**src/rtl/arith_unit_seq.sv**
```systemverilog
// arith_unit_seq: sequential add/sub/mul/div unit with valid/ready handshake and registered flags
// Optional divider enabled by defining ARITH_DIV_EN; otherwise op=11 flags dz in one cycle.
module arith_unit_seq #(
  parameter int WIDTH = 8
) (
  input  logic             clk,
  input  logic             rst_n,
  input  logic             in_valid,
  output logic             in_ready,
  input  logic [1:0]       op,
  input  logic [WIDTH-1:0] a,
  input  logic [WIDTH-1:0] b,
  output logic             out_valid,
  input  logic             out_ready,
  output logic [WIDTH-1:0] result_lo,
  output logic [WIDTH-1:0] result_hi,
  output logic             flag_c,
  output logic             flag_v,
  output logic             flag_z,
  output logic             flag_n,
  output logic             flag_dz
);
  localparam int CW = $clog2(WIDTH) + 1;
  typedef enum logic [1:0] {IDLE, EXEC, DONE} state_t;
  state_t state;
  logic [1:0] op_r;
  logic [WIDTH-1:0] b_r, bb, lo_nx, hi_nx, dz_lo, dz_hi;
  logic [2*WIDTH-1:0] p, p_nx;
  logic [CW-1:0] cnt;
  logic [WIDTH:0] sum, madd;
  logic dz, fin, c_nx, v_nx, z_nx, n_nx;
`ifdef ARITH_DIV_EN
  logic [WIDTH:0] t;
  logic ge;
  logic [WIDTH-1:0] rem;
`endif
  // p holds {0, a} at start: multiplier/dividend shifts out of the low half
  always_comb begin
    bb = op_r[0] ? ~b_r : b_r;
    sum = {1'b0, p[WIDTH-1:0]} + {1'b0, bb} + {{WIDTH{1'b0}}, op_r[0]};
    madd = {1'b0, p[2*WIDTH-1:WIDTH]} + (p[0] ? {1'b0, b_r} : '0);
`ifdef ARITH_DIV_EN
    t = {p[2*WIDTH-1:WIDTH], p[WIDTH-1]};
    ge = t >= {1'b0, b_r};
    rem = ge ? WIDTH'(t - {1'b0, b_r}) : t[WIDTH-1:0];
    p_nx = op_r[0] ? {rem, p[WIDTH-2:0], ge} : {madd, p[WIDTH-1:1]};
    dz = op_r == 2'b11 && b_r == '0;
    dz_lo = '1;
    dz_hi = p[WIDTH-1:0];
`else
    p_nx = {madd, p[WIDTH-1:1]};
    dz = op_r == 2'b11;
    dz_lo = '0;
    dz_hi = '0;
`endif
    fin = !op_r[1] || dz || cnt == CW'(WIDTH);
    lo_nx = !op_r[1] ? sum[WIDTH-1:0] : dz ? dz_lo : p[WIDTH-1:0];
    hi_nx = !op_r[1] ? '0 : dz ? dz_hi : p[2*WIDTH-1:WIDTH];
    c_nx = !op_r[1] ? sum[WIDTH] : op_r == 2'b10 && hi_nx != '0;
    v_nx = !op_r[1] && p[WIDTH-1] == bb[WIDTH-1] && sum[WIDTH-1] != p[WIDTH-1];
    z_nx = !dz && {hi_nx, lo_nx} == '0;
    n_nx = !op_r[1] && sum[WIDTH-1];
  end
  always_ff @(posedge clk or negedge rst_n)
    if (!rst_n) begin
      state <= IDLE;
      in_ready <= 1'b1;
      out_valid <= 1'b0;
      op_r <= '0;
      b_r <= '0;
      p <= '0;
      cnt <= '0;
      result_lo <= '0;
      result_hi <= '0;
      {flag_c, flag_v, flag_z, flag_n, flag_dz} <= '0;
    end else
      case (state)
        IDLE: if (in_valid) begin
          op_r <= op;
          b_r <= b;
          p <= {{WIDTH{1'b0}}, a};
          cnt <= '0;
          in_ready <= 1'b0;
          state <= EXEC;
        end
        EXEC: if (fin) begin
          result_lo <= lo_nx;
          result_hi <= hi_nx;
          {flag_c, flag_v, flag_z, flag_n, flag_dz} <= {c_nx, v_nx, z_nx, n_nx, dz};
          out_valid <= 1'b1;
          state <= DONE;
        end else begin
          p <= p_nx;
          cnt <= cnt + CW'(1);
        end
        DONE: if (out_ready) begin
          out_valid <= 1'b0;
          in_ready <= 1'b1;
          state <= IDLE;
        end
        default: state <= IDLE;
      endcase
endmodule
```
**config.mk**
```make
export PLATFORM = sky130hd
export DESIGN_NAME = arith_unit_seq
export DESIGN_NICKNAME = d
export VERILOG_FILES = /design/src/rtl/arith_unit_seq.sv
export SDC_FILE = /design/constraint.sdc
export NUM_CORES = 1
export LEC_CHECK = 0
export ABC_AREA = 1
export BUFFER_PORTS_ARGS = -buffer_cell sky130_fd_sc_hd__buf_2
export CAP_MARGIN = 20
export CORE_MARGIN = 8
export CORE_UTILIZATION = 30
export CTS_BUF_LIST = sky130_fd_sc_hd__clkbuf_8 sky130_fd_sc_hd__clkbuf_16
export CTS_CLUSTER_SIZE = 8
export DETAILED_ROUTE_END_ITERATION = 16
export GPL_TIMING_DRIVEN = 1
export PLACE_DENSITY = 0.56
export SLEW_MARGIN = 25
export SYNTH_ARGS = -nofsm -noshare
export SYNTH_HDL_FRONTEND = slang
export SYNTH_SLANG_ARGS = --single-unit
```
**constraint.sdc**
```tcl
create_clock -name clk -period 4.85 [get_ports clk]
set_input_delay 0.97 -clock clk [delete_from_list [all_inputs] [get_ports clk]]
set_output_delay 0.97 -clock clk [all_outputs]
set_load 0.005 [all_outputs]
```
==> results of run 1 <==
-- state kept, by name (all words and copies together), names as in the netlist, 2 cells and up --
name / cells
p: 16
b_r: 8
result_hi: 8
result_lo: 8
cnt: 4
op_r: 2
state: 2
-- worst paths after layout --
path | startpoint | to | slack, ns | cells after the start
max in group asynchronous | rst_n | p[10] | 3.61 | 2
min reg2reg | result_hi[6] | result_hi[6] | 0.49 | 2
max reg2reg | op_r[0] | flag_z | 2.48 | 11
min in group asynchronous | rst_n | cnt[0] | 0.77 | 2
min | result_hi[6] | result_hi[6] | 0.49 | 2
max | op_r[0] | flag_z | 2.48 | 11
-- cells in the final DEF (no fill, tap or decap) --
cell type / instances
dfstp_2: 1
bufinv_16: 1
inv_4: 1
nor3b_1: 2
inv_1: 43
a21o_1: 2
nand3_1: 22
buf_4: 1
dfrtp_1: 54
o31ai_1: 5
o31ai_2: 1
nor2_1: 30
nand2_4: 1
a22o_1: 1
buf_2: 44
nand2_2: 8
clkbuf_8: 5
a21oi_2: 2
xor2_1: 7
o21ai_0: 13
o211ai_1: 7
xnor2_1: 3
clkinvlp_4: 1
nand2_1: 116
a31oi_1: 7
nand4_1: 2
o22ai_1: 3
o21ai_1: 21
nor2_4: 2
a21oi_1: 12
ha_1: 19
nor3_1: 3
inv_2: 7
nand3b_1: 2
and2_1: 2
fa_1: 2
nor2_2: 3
-- power groups by stage --
stage / Clock (mW) / Sequential [mW] / Combinational, mW
CTS: 0.313 / 0.816 / 1.60
global route: 0.332 / 0.846 / 1.82
global placement: 0 / 0.822 / 1.58
finish: 0.304 / 0.815 / 1.58
detailed placement: 0 / 0.824 / 1.59
floorplan: 0 / 0.757 / 1.25
-- logic make-up (layout without fill, tap and decap cells) --
family / after synthesis / count (layout) / synth area share
compound gates: 74 / 74 / 0.133
buf+inv: 63 / 103 / 0.0817
flops: 55 / 55 / 0.420
fa+ha+maj: 21 / 21 / 0.0847
xor+xnor: 10 / 10 / 0.0267
simple gates: 193 / 193 / 0.253
-- worst reg2reg max path, stage by stage (launching register included) --
cell     delay, ns
dfrtp_1       0.73
xor2_1        0.22
fa_1          0.52
nor2_1        0.13
nor2_1        0.06
nor2_2        0.15
nand2_1       0.07
nor2_1        0.11
nand3_1       0.08
nor2_1        0.10
nand3_1       0.09
nand2_1       0.06
-- synthesized netlist by cell type, types with 5 or more instances --
master    count  share of area
nand2_1     116           0.13
dfrtp_1      54           0.41
inv_1        42          0.048
nor2_1       30          0.034
nand3_1      22          0.034
o21ai_1      21          0.032
ha_1         19          0.073
o21ai_0      13          0.020
a21oi_1      12          0.018
buf_2         8          0.012
nand2_2       8          0.015
a31oi_1       7          0.013
inv_2         7         0.0080
o211ai_1      7          0.016
xor2_1        7          0.019
o31ai_1       5          0.011
-- layout make-up --
type / count / area [um^2] / share of cell area
Clock buffer: 5 / 68.8 / 0.0185
Timing Repair Buffer: 45 / 228 / 0.0613
Tap cell: 140 / 175 / 0.0472
Clock inverter: 3 / 41.3 / 0.0111
Inverter: 50 / 190 / 0.0512
Sequential cell: 55 / 1380 / 0.371
Multi-Input combinational cell: 298 / 1630 / 0.440
-- metal layers --
metal,global-route usage,part of all wire,vias up
li1,-,-,1424
met1,0.173,0.52,1287
met2,0.172,0.41,58
met3,0.0289,0.055,7
met4,0.0328,0.012,0
met5,0,0,-
==> flow_summary_export.csv, run 1 <==
group,metric,value,unit
synthesis,ys_seq_area_frac,0.420,
clock_network,postCtsSetupRepairBufs,0,
clock_network,clkTransAtPathRegs,0.10,ns
timing,fmax,423,MHz
timing,finalSetupViolations,0,
floorplan,num_io_pins,45,
floorplan,core-area,10700,um^2
timing,timing.hold.ws,0.489,ns
synthesis,ys_types,36,
routing,drtPass1Iterations,4,
synthesis,synthesis.area,3280,um^2
clock_network,insertion_delay,0.31,ns
timing,max-slew-margin-rel,0.538,
power,combinationalPowerShare,0.585,
floorplan,die_x,121,um
power,totalPowerFinal,2.69,mW
synthesis,syn_inst,416,
clock_network,cts_resized,0,
layout,final.fill_count,1195,
layout,finish.utilization,0.346,
timing,finalCritPeriodShare,0.488,
clock_network,clockBufferDepth,2,
worst_setup_path,critPathMostFrequentCell,"nor2_1",
power,leakagePower,1.92,nW
clock_network,clock-sinks,55,
synthesis,synth-edff-count,0,
synthesis,avgSynthCellArea,7.88,um^2
power,seqPwrFrac,0.302,
worst_setup_path,crit_path_max_incr_delay,0.73,ns
timing,setup_tns,0,ns
floorplan,die_area,14500,um^2
power,power_density,726,nW/um^2
clock_network,cts_buffers,5,
global_routing,grt_pass1_vias,2826,
synthesis,syn_nets,459,
worst_setup_path,cp_top_family,"simple AND/OR/NAND/NOR gates",
routing,via_count,2776,
timing,worst_clock_skew,0.0121,ns
routing,routed_wl,8210,um
synthesis,yosysWarnings,0,
placed_design,dp_cells,588,
routing,avgRoutedWirePerCell,13.8,um
clock_network,cts.htree.levels,2,
synthesis,synth_ff_type,"dfrtp_1",
global_routing,antenna_found_initial,0,
layout,n_antenna_cell,0,
worst_setup_path,crit_buf_inv,0,
worst_setup_path,crit_required,5.11,ns
worst_setup_path,critPathKind,"flip-flop to flip-flop",
worst_setup_path,worst_setup_path_end_kind,"flip-flop",
worst_hold_path,hp-class,"flip-flop to flip-flop",
layout,finish.instance_area,3710,um^2
global_routing,track_usage,0.119,
synthesis,synth-seq-cells,55,
clock_network,cts_tree,"done",
floorplan,fp-row-count,38,
clock_network,root_buffer,"clkbuf_8",
routing,via_per_inst,4.66,
placed_design,postPlaceCellArea,3600,um^2
timing,timing.final.max_slew_violations,0,
layout,nets,498,
routing,drc_errors,0,
global_routing,overflow,0,
power,cell_internal_pwr,1.36,mW
floorplan,die_y,121,um
worst_setup_path,slowest_stage,"dfrtp_1",
placed_design,place.detailed.hpwl,6560,um
global_routing,grt_pass1_wl,14100,um
timing,hold_viol_final,0,
status,status,"completed",
timing,fin_crit,2.37,ns
placed_design,port_buffers,44,
worst_setup_path,cp.arrival,2.63,ns
placed_design,routabilityCongestion,0.890,
power,power_switching,1.33,mW
layout,drive_above_1_share,0.171,
timing,worst_slew_pin_slew,0.693,ns
worst_setup_path,cp-start-kind,"flip-flop",
worst_setup_path,crit_chain,"xor2_1 -> fa_1 -> nor2_1 -> nor2_1 -> nor2_2 -> nand2_1 -> nor2_1 -> nand3_1 -> nor2_1 -> nand3_1 -> nand2_1",
synthesis,ys_async_sr_fraction,1.00,
layout,area_growth,13.3,%
worst_setup_path,worstPathMaxFanout,11,
flow_run,cap_violations,0,
power,power.share.clock,0.113,
timing,rsz0062_at_grt,"false",
global_routing,grt_max_degree,56,
power,ir_drop,0.235,mV
layout,final_cells,596,
clock_network,cts_hold_buf,0,
timing,setup_slack,2.48,ns
placed_design,pre_cts_slack,2.50,ns
routing,drt_iter0_markers,193,
floorplan,initial_utilization,0.305,
power,sw_frac_of_total,0.495,
routing,ant_nets,0,
Power figures use the tool's default switching activity.
==> run 2: changes to the inputs <==
--- a/config.mk
+++ b/config.mk
@@ -14,7 +14,7 @@
 export CTS_CLUSTER_SIZE = 8
 export DETAILED_ROUTE_END_ITERATION = 16
 export GPL_TIMING_DRIVEN = 1
-export PLACE_DENSITY = 0.56
+export PLACE_DENSITY = 0.58
 export SLEW_MARGIN = 25
 export SYNTH_ARGS = -nofsm -noshare
 export SYNTH_HDL_FRONTEND = slang
==> constraint.sdc (replaced) <==
create_clock -name clk -period 2 [get_ports clk]
set_input_delay 0.4 -clock clk [delete_from_list [all_inputs] [get_ports clk]]
set_output_delay 0.4 -clock clk [all_outputs]
set_load 0.005 [all_outputs]
==> flow_summary_export.csv, run 2 (synthesized netlist as in run 1, its figures left out) <==
group,metric,value,unit
status,status,"completed",
routing,routed_wl,8550,um
routing,via_count,2874,
placed_design,place.detailed.hpwl,6760,um
floorplan,die_y,121,um
floorplan,core-area,10700,um^2
routing,drtPass1Iterations,4,
worst_setup_path,critPathKind,"flip-flop to flip-flop",
worst_setup_path,worst_setup_path_end_kind,"flip-flop",
timing,timing.final.max_slew_violations,0,
clock_network,insertion_delay,0.32,ns
power,power_density,1820,nW/um^2
placed_design,routabilityCongestion,0.872,
floorplan,initial_utilization,0.305,
routing,drc_errors,0,
timing,worst_clock_skew,0.00885,ns
timing,finalCritPeriodShare,0.991,
routing,via_per_inst,4.59,
layout,nets,528,
power,leakagePower,2.08,nW
power,ir_drop,0.540,mV
flow_run,cap_violations,0,
global_routing,grt_pass1_vias,2893,
layout,n_antenna_cell,0,
global_routing,antenna_found_initial,0,
routing,drt_iter0_markers,101,
layout,drive_above_1_share,0.245,
layout,finish.utilization,0.372,
clock_network,clkTransAtPathRegs,0.10,ns
floorplan,die_x,121,um
global_routing,grt_pass1_wl,14100,um
timing,max-slew-margin-rel,0.708,
layout,layout_common_cells,"nand2_1, dfrtp_1, buf_2, inv_1, nor2_1",
clock_network,clockBufferDepth,2,
layout,largest_register_ffs,16,
floorplan,num_io_pins,45,
clock_network,cts_tree,"done",
timing,timing.hold.ws,0.00836,ns
clock_network,cts.htree.levels,2,
timing,worst_slew_pin_slew,0.438,ns
layout,largest_register,"p",
clock_network,clock-sinks,55,
routing,avgRoutedWirePerCell,13.7,um
clock_network,cts_buffers,5,
placed_design,port_buffers,44,
worst_hold_path,hp-class,"input port to asynchronous set/reset pin",
worst_setup_path,worstPathMaxFanout,5,
worst_setup_path,cp-start-kind,"flip-flop",
timing,finalSetupViolations,0,
worst_setup_path,crit_required,2.22,ns
routing,ant_nets,0,
worst_setup_path,cp.arrival,2.21,ns
timing,rsz0062_at_grt,"true",
global_routing,overflow,0,
global_routing,track_usage,0.121,
floorplan,fp-row-count,38,
timing,hold_viol_final,0,
timing,fmax,505,MHz
global_routing,grt_max_degree,30,
clock_network,root_buffer,"clkbuf_8",
layout,final_common_cell,"nand2_1",
floorplan,die_area,14500,um^2
layout,area_growth,22.1,%
timing,fin_crit,1.98,ns
run 2: critical path, stage by stage, from the launching register on:
cell	delay (ns)
dfrtp_2	0.47
buf_6	0.15
nand2_2	0.05
nand2_2	0.07
fa_2	0.36
buf_4	0.16
nand2_1	0.06
nand2_1	0.04
nor2_1	0.13
nor2_2	0.07
nand2_1	0.06
nor2_1	0.04
nand3_1	0.06
nor2_1	0.05
nand3_1	0.06
nand2_1	0.05
run 2: worst paths after layout:
path                                   start           end  slack, ns  depth (start not counted)
max in group asynchronous              rst_n       op_r[0]       1.32                          2
worst min-delay path                   rst_n      state[0]      0.008                          1
worst min register to register  result_hi[4]  result_hi[4]       0.48                          2
worst max-delay path                 op_r[0]        flag_z       0.02                         15
worst max register to register       op_r[0]        flag_z       0.02                         15
min in group clk                   out_ready      state[1]       0.25                          2
run 2: area by class of cell:
type,instances,area (um^2)
Multi-Input combinational cell,298,1680
Inverter,50,190
Fill cell,1169,6740
Clock inverter,2,12.5
Clock buffer,6,82.6
Tap cell,140,175
Timing Repair Buffer,75,482
Sequential cell,55,1380
run 2: power breakdown:
| part | leakage, nW | switching, mW | internal [mW] |
|---|---|---|---|
| Sequential | 0.702 | 0.392 | 1.54 |
| Combinational | 1.32 | 2.70 | 2.01 |
| Clock | 0.0526 | 0.376 | 0.280 |
| Total | 2.08 | 3.47 | 3.82 |
run 2: stage by stage:
step / TNS [ns] / instances / setup WS [ns] / total power, mW / instance area (um^2)
after floorplan: 0 / 416 / 0.0420 / 4.86 / 3280
after global placement: -0.0588 / 612 / -0.0588 / 6.22 / 3810
after detailed placement: -0.116 / 612 / -0.0682 / 6.29 / 3810
after CTS: 0 / 622 / 0.00399 / 7.05 / 3930
after global routing: -0.327 / 626 / -0.148 / 8.04 / 4000
final: 0 / 626 / 0.0182 / 7.29 / 4000
run 2: layer usage:
layer / wire length [um] / track usage
met1: 4240 / 0.161
met2: 3720 / 0.191
met3: 423 / 0.0298
met4: 164 / 0.0375
met5: 0 / 0
run 2: timing repair:
action	4_1_cts	5_1_grt
setup buffers	2	4
resized for setup	5	10
hold buffers	0	0
endpoints found under the setup margin	3	7
pin swaps	3	16
==> run 3: changes to the inputs <==
--- a/config.mk
+++ b/config.mk
@@ -14,6 +14,7 @@
 export CTS_CLUSTER_SIZE = 8
 export DETAILED_ROUTE_END_ITERATION = 16
 export GPL_TIMING_DRIVEN = 1
+export MAX_ROUTING_LAYER = met4
 export PLACE_DENSITY = 0.58
 export SLEW_MARGIN = 25
 export SYNTH_ARGS = -nofsm -noshare
==> flow_summary_export.csv, run 3 (synthesized netlist as in run 1, its figures left out) <==
group,metric,value,unit
clock_network,root_buffer,"clkbuf_8",
worst_setup_path,crit_required,2.23,ns
routing,via_count,2814,
layout,final_common_cell,"nand2_1",
timing,hold_viol_final,0,
power,ir_drop,0.585,mV
floorplan,die_x,121,um
clock_network,clkTransAtPathRegs,0.10,ns
routing,via_per_inst,4.54,
routing,drtPass1Iterations,4,
status,status,"finished, violations left",
worst_setup_path,cp-start-kind,"flip-flop",
timing,worst_clock_skew,0.00354,ns
routing,drt_iter0_markers,78,
placed_design,port_buffers,44,
floorplan,initial_utilization,0.305,
layout,layout_common_cells,"nand2_1, dfrtp_1, buf_2, inv_1, nor2_1",
floorplan,fp-row-count,38,
global_routing,grt_pass1_wl,14000,um
timing,worst_slew_pin_slew,0.421,ns
clock_network,cts.htree.levels,2,
timing,fin_crit,2.01,ns
clock_network,clockBufferDepth,2,
power,leakagePower,2.03,nW
global_routing,track_usage,0.124,
power,totalPowerFinal,7.03,mW
global_routing,grt_pass1_vias,2850,
routing,avgRoutedWirePerCell,13.5,um
clock_network,clock-sinks,55,
routing,routed_wl,8380,um
timing,max-slew-margin-rel,0.719,
layout,drive_above_1_share,0.238,
floorplan,core-area,10700,um^2
global_routing,overflow,0,
layout,finish.utilization,0.368,
floorplan,die_y,121,um
routing,ant_nets,0,
clock_network,cts_tree,"done",
placed_design,postPlaceCellArea,3810,um^2
timing,setup_slack,-0.00929,ns
worst_hold_path,hp-class,"input port to asynchronous set/reset pin",
status,failed_checks,"setup timing",
layout,largest_register,"p",
placed_design,place.detailed.hpwl,6600,um
timing,timing.hold.ws,0.0555,ns
floorplan,die_area,14500,um^2
layout,n_antenna_cell,0,
timing,finalCritPeriodShare,1.00,
timing,rsz0062_at_grt,"true",
worst_setup_path,critPathKind,"flip-flop to flip-flop",
timing,setup_tns,-0.00929,ns
global_routing,grt_max_degree,56,
worst_setup_path,worstPathMaxFanout,6,
layout,final.fill_count,1173,
worst_setup_path,cp.arrival,2.23,ns
power,power_density,1780,nW/um^2
timing,finalSetupViolations,1,
clock_network,cts_buffers,5,
flow_run,cap_violations,0,
layout,area_growth,20.6,%
clock_network,insertion_delay,0.32,ns
timing,timing.final.max_slew_violations,0,
routing,drc_errors,0,
layout,largest_register_ffs,16,
global_routing,antenna_found_initial,0,
layout,finish.instance_area,3950,um^2
floorplan,num_io_pins,45,
layout,nets,522,
timing,fmax,498,MHz
placed_design,routabilityCongestion,0.905,
worst_setup_path,worst_setup_path_end_kind,"flip-flop",
==> run 3: what timing repair did <==
action                     CTS  global route
pin swaps                    1             4
buffers inserted             1             0
resized for setup            6             6
hold buffers                 0             0
setup endpoints to repair    2             7
==> run 3: cell type report <==
type                       count  area [um^2]  share of cell area
tap                          140          175              0.0443
clock inverter                 3         20.0             0.00506
inverter                      50          190              0.0481
sequential                    55         1380               0.349
clock buffer                   5         68.8              0.0174
multi-input combinational    298         1670               0.423
timing repair buffer          69          449               0.114
==> run 3: through the flow <==
stage	setup WS [ns]	std cells
detailed placement	-0.0445	611
CTS	0.000777	620
floorplan	0.0420	416
finish	-0.00929	620
global placement	-0.0574	611
global route	-0.226	620
==> run 3: worst paths after layout <==
check | startpoint | endpoint | slack [ns] | cells past startpoint
min in group clk | out_ready | state[1] | 0.25 | 2
max in group asynchronous | rst_n | in_ready | 1.66 | 2
hold reg to reg | flag_n | flag_n | 0.48 | 2
hold / removal | rst_n | cnt[1] | 0.06 | 2
setup reg to reg | op_r[0] | flag_z | -0.009 | 14
setup / recovery | op_r[0] | flag_z | -0.009 | 14
==> run 3: critical path, stage by stage, from the launching register on <==
cell     delay (ns)
dfrtp_2        0.48
buf_6          0.15
xor2_1         0.13
ha_1           0.36
nand2_1        0.11
inv_1          0.07
nand2_2        0.06
nand2_2        0.06
nand2_2        0.07
nand3_1        0.07
nand2_1        0.06
nor2_2         0.11
nor2_2         0.05
nand3_1        0.06
nand2_1        0.04
==> run 3: layer usage <==
| metal | global-route usage | share of wire | vias to the layer above |
|---|---|---|---|
| met5 | - | 0 | - |
| met4 | 0.0383 | 0.013 | 0 |
| met3 | 0.0284 | 0.046 | 8 |
| met2 | 0.185 | 0.43 | 50 |
| met1 | 0.164 | 0.51 | 1279 |
| li1 | - | - | 1477 |
==> run 3: where the power goes <==
group          switching [mW]  internal, mW  total [mW]
clock network           0.392         0.245       0.636
logic                    2.62          1.84        4.46
registers               0.392          1.54        1.93
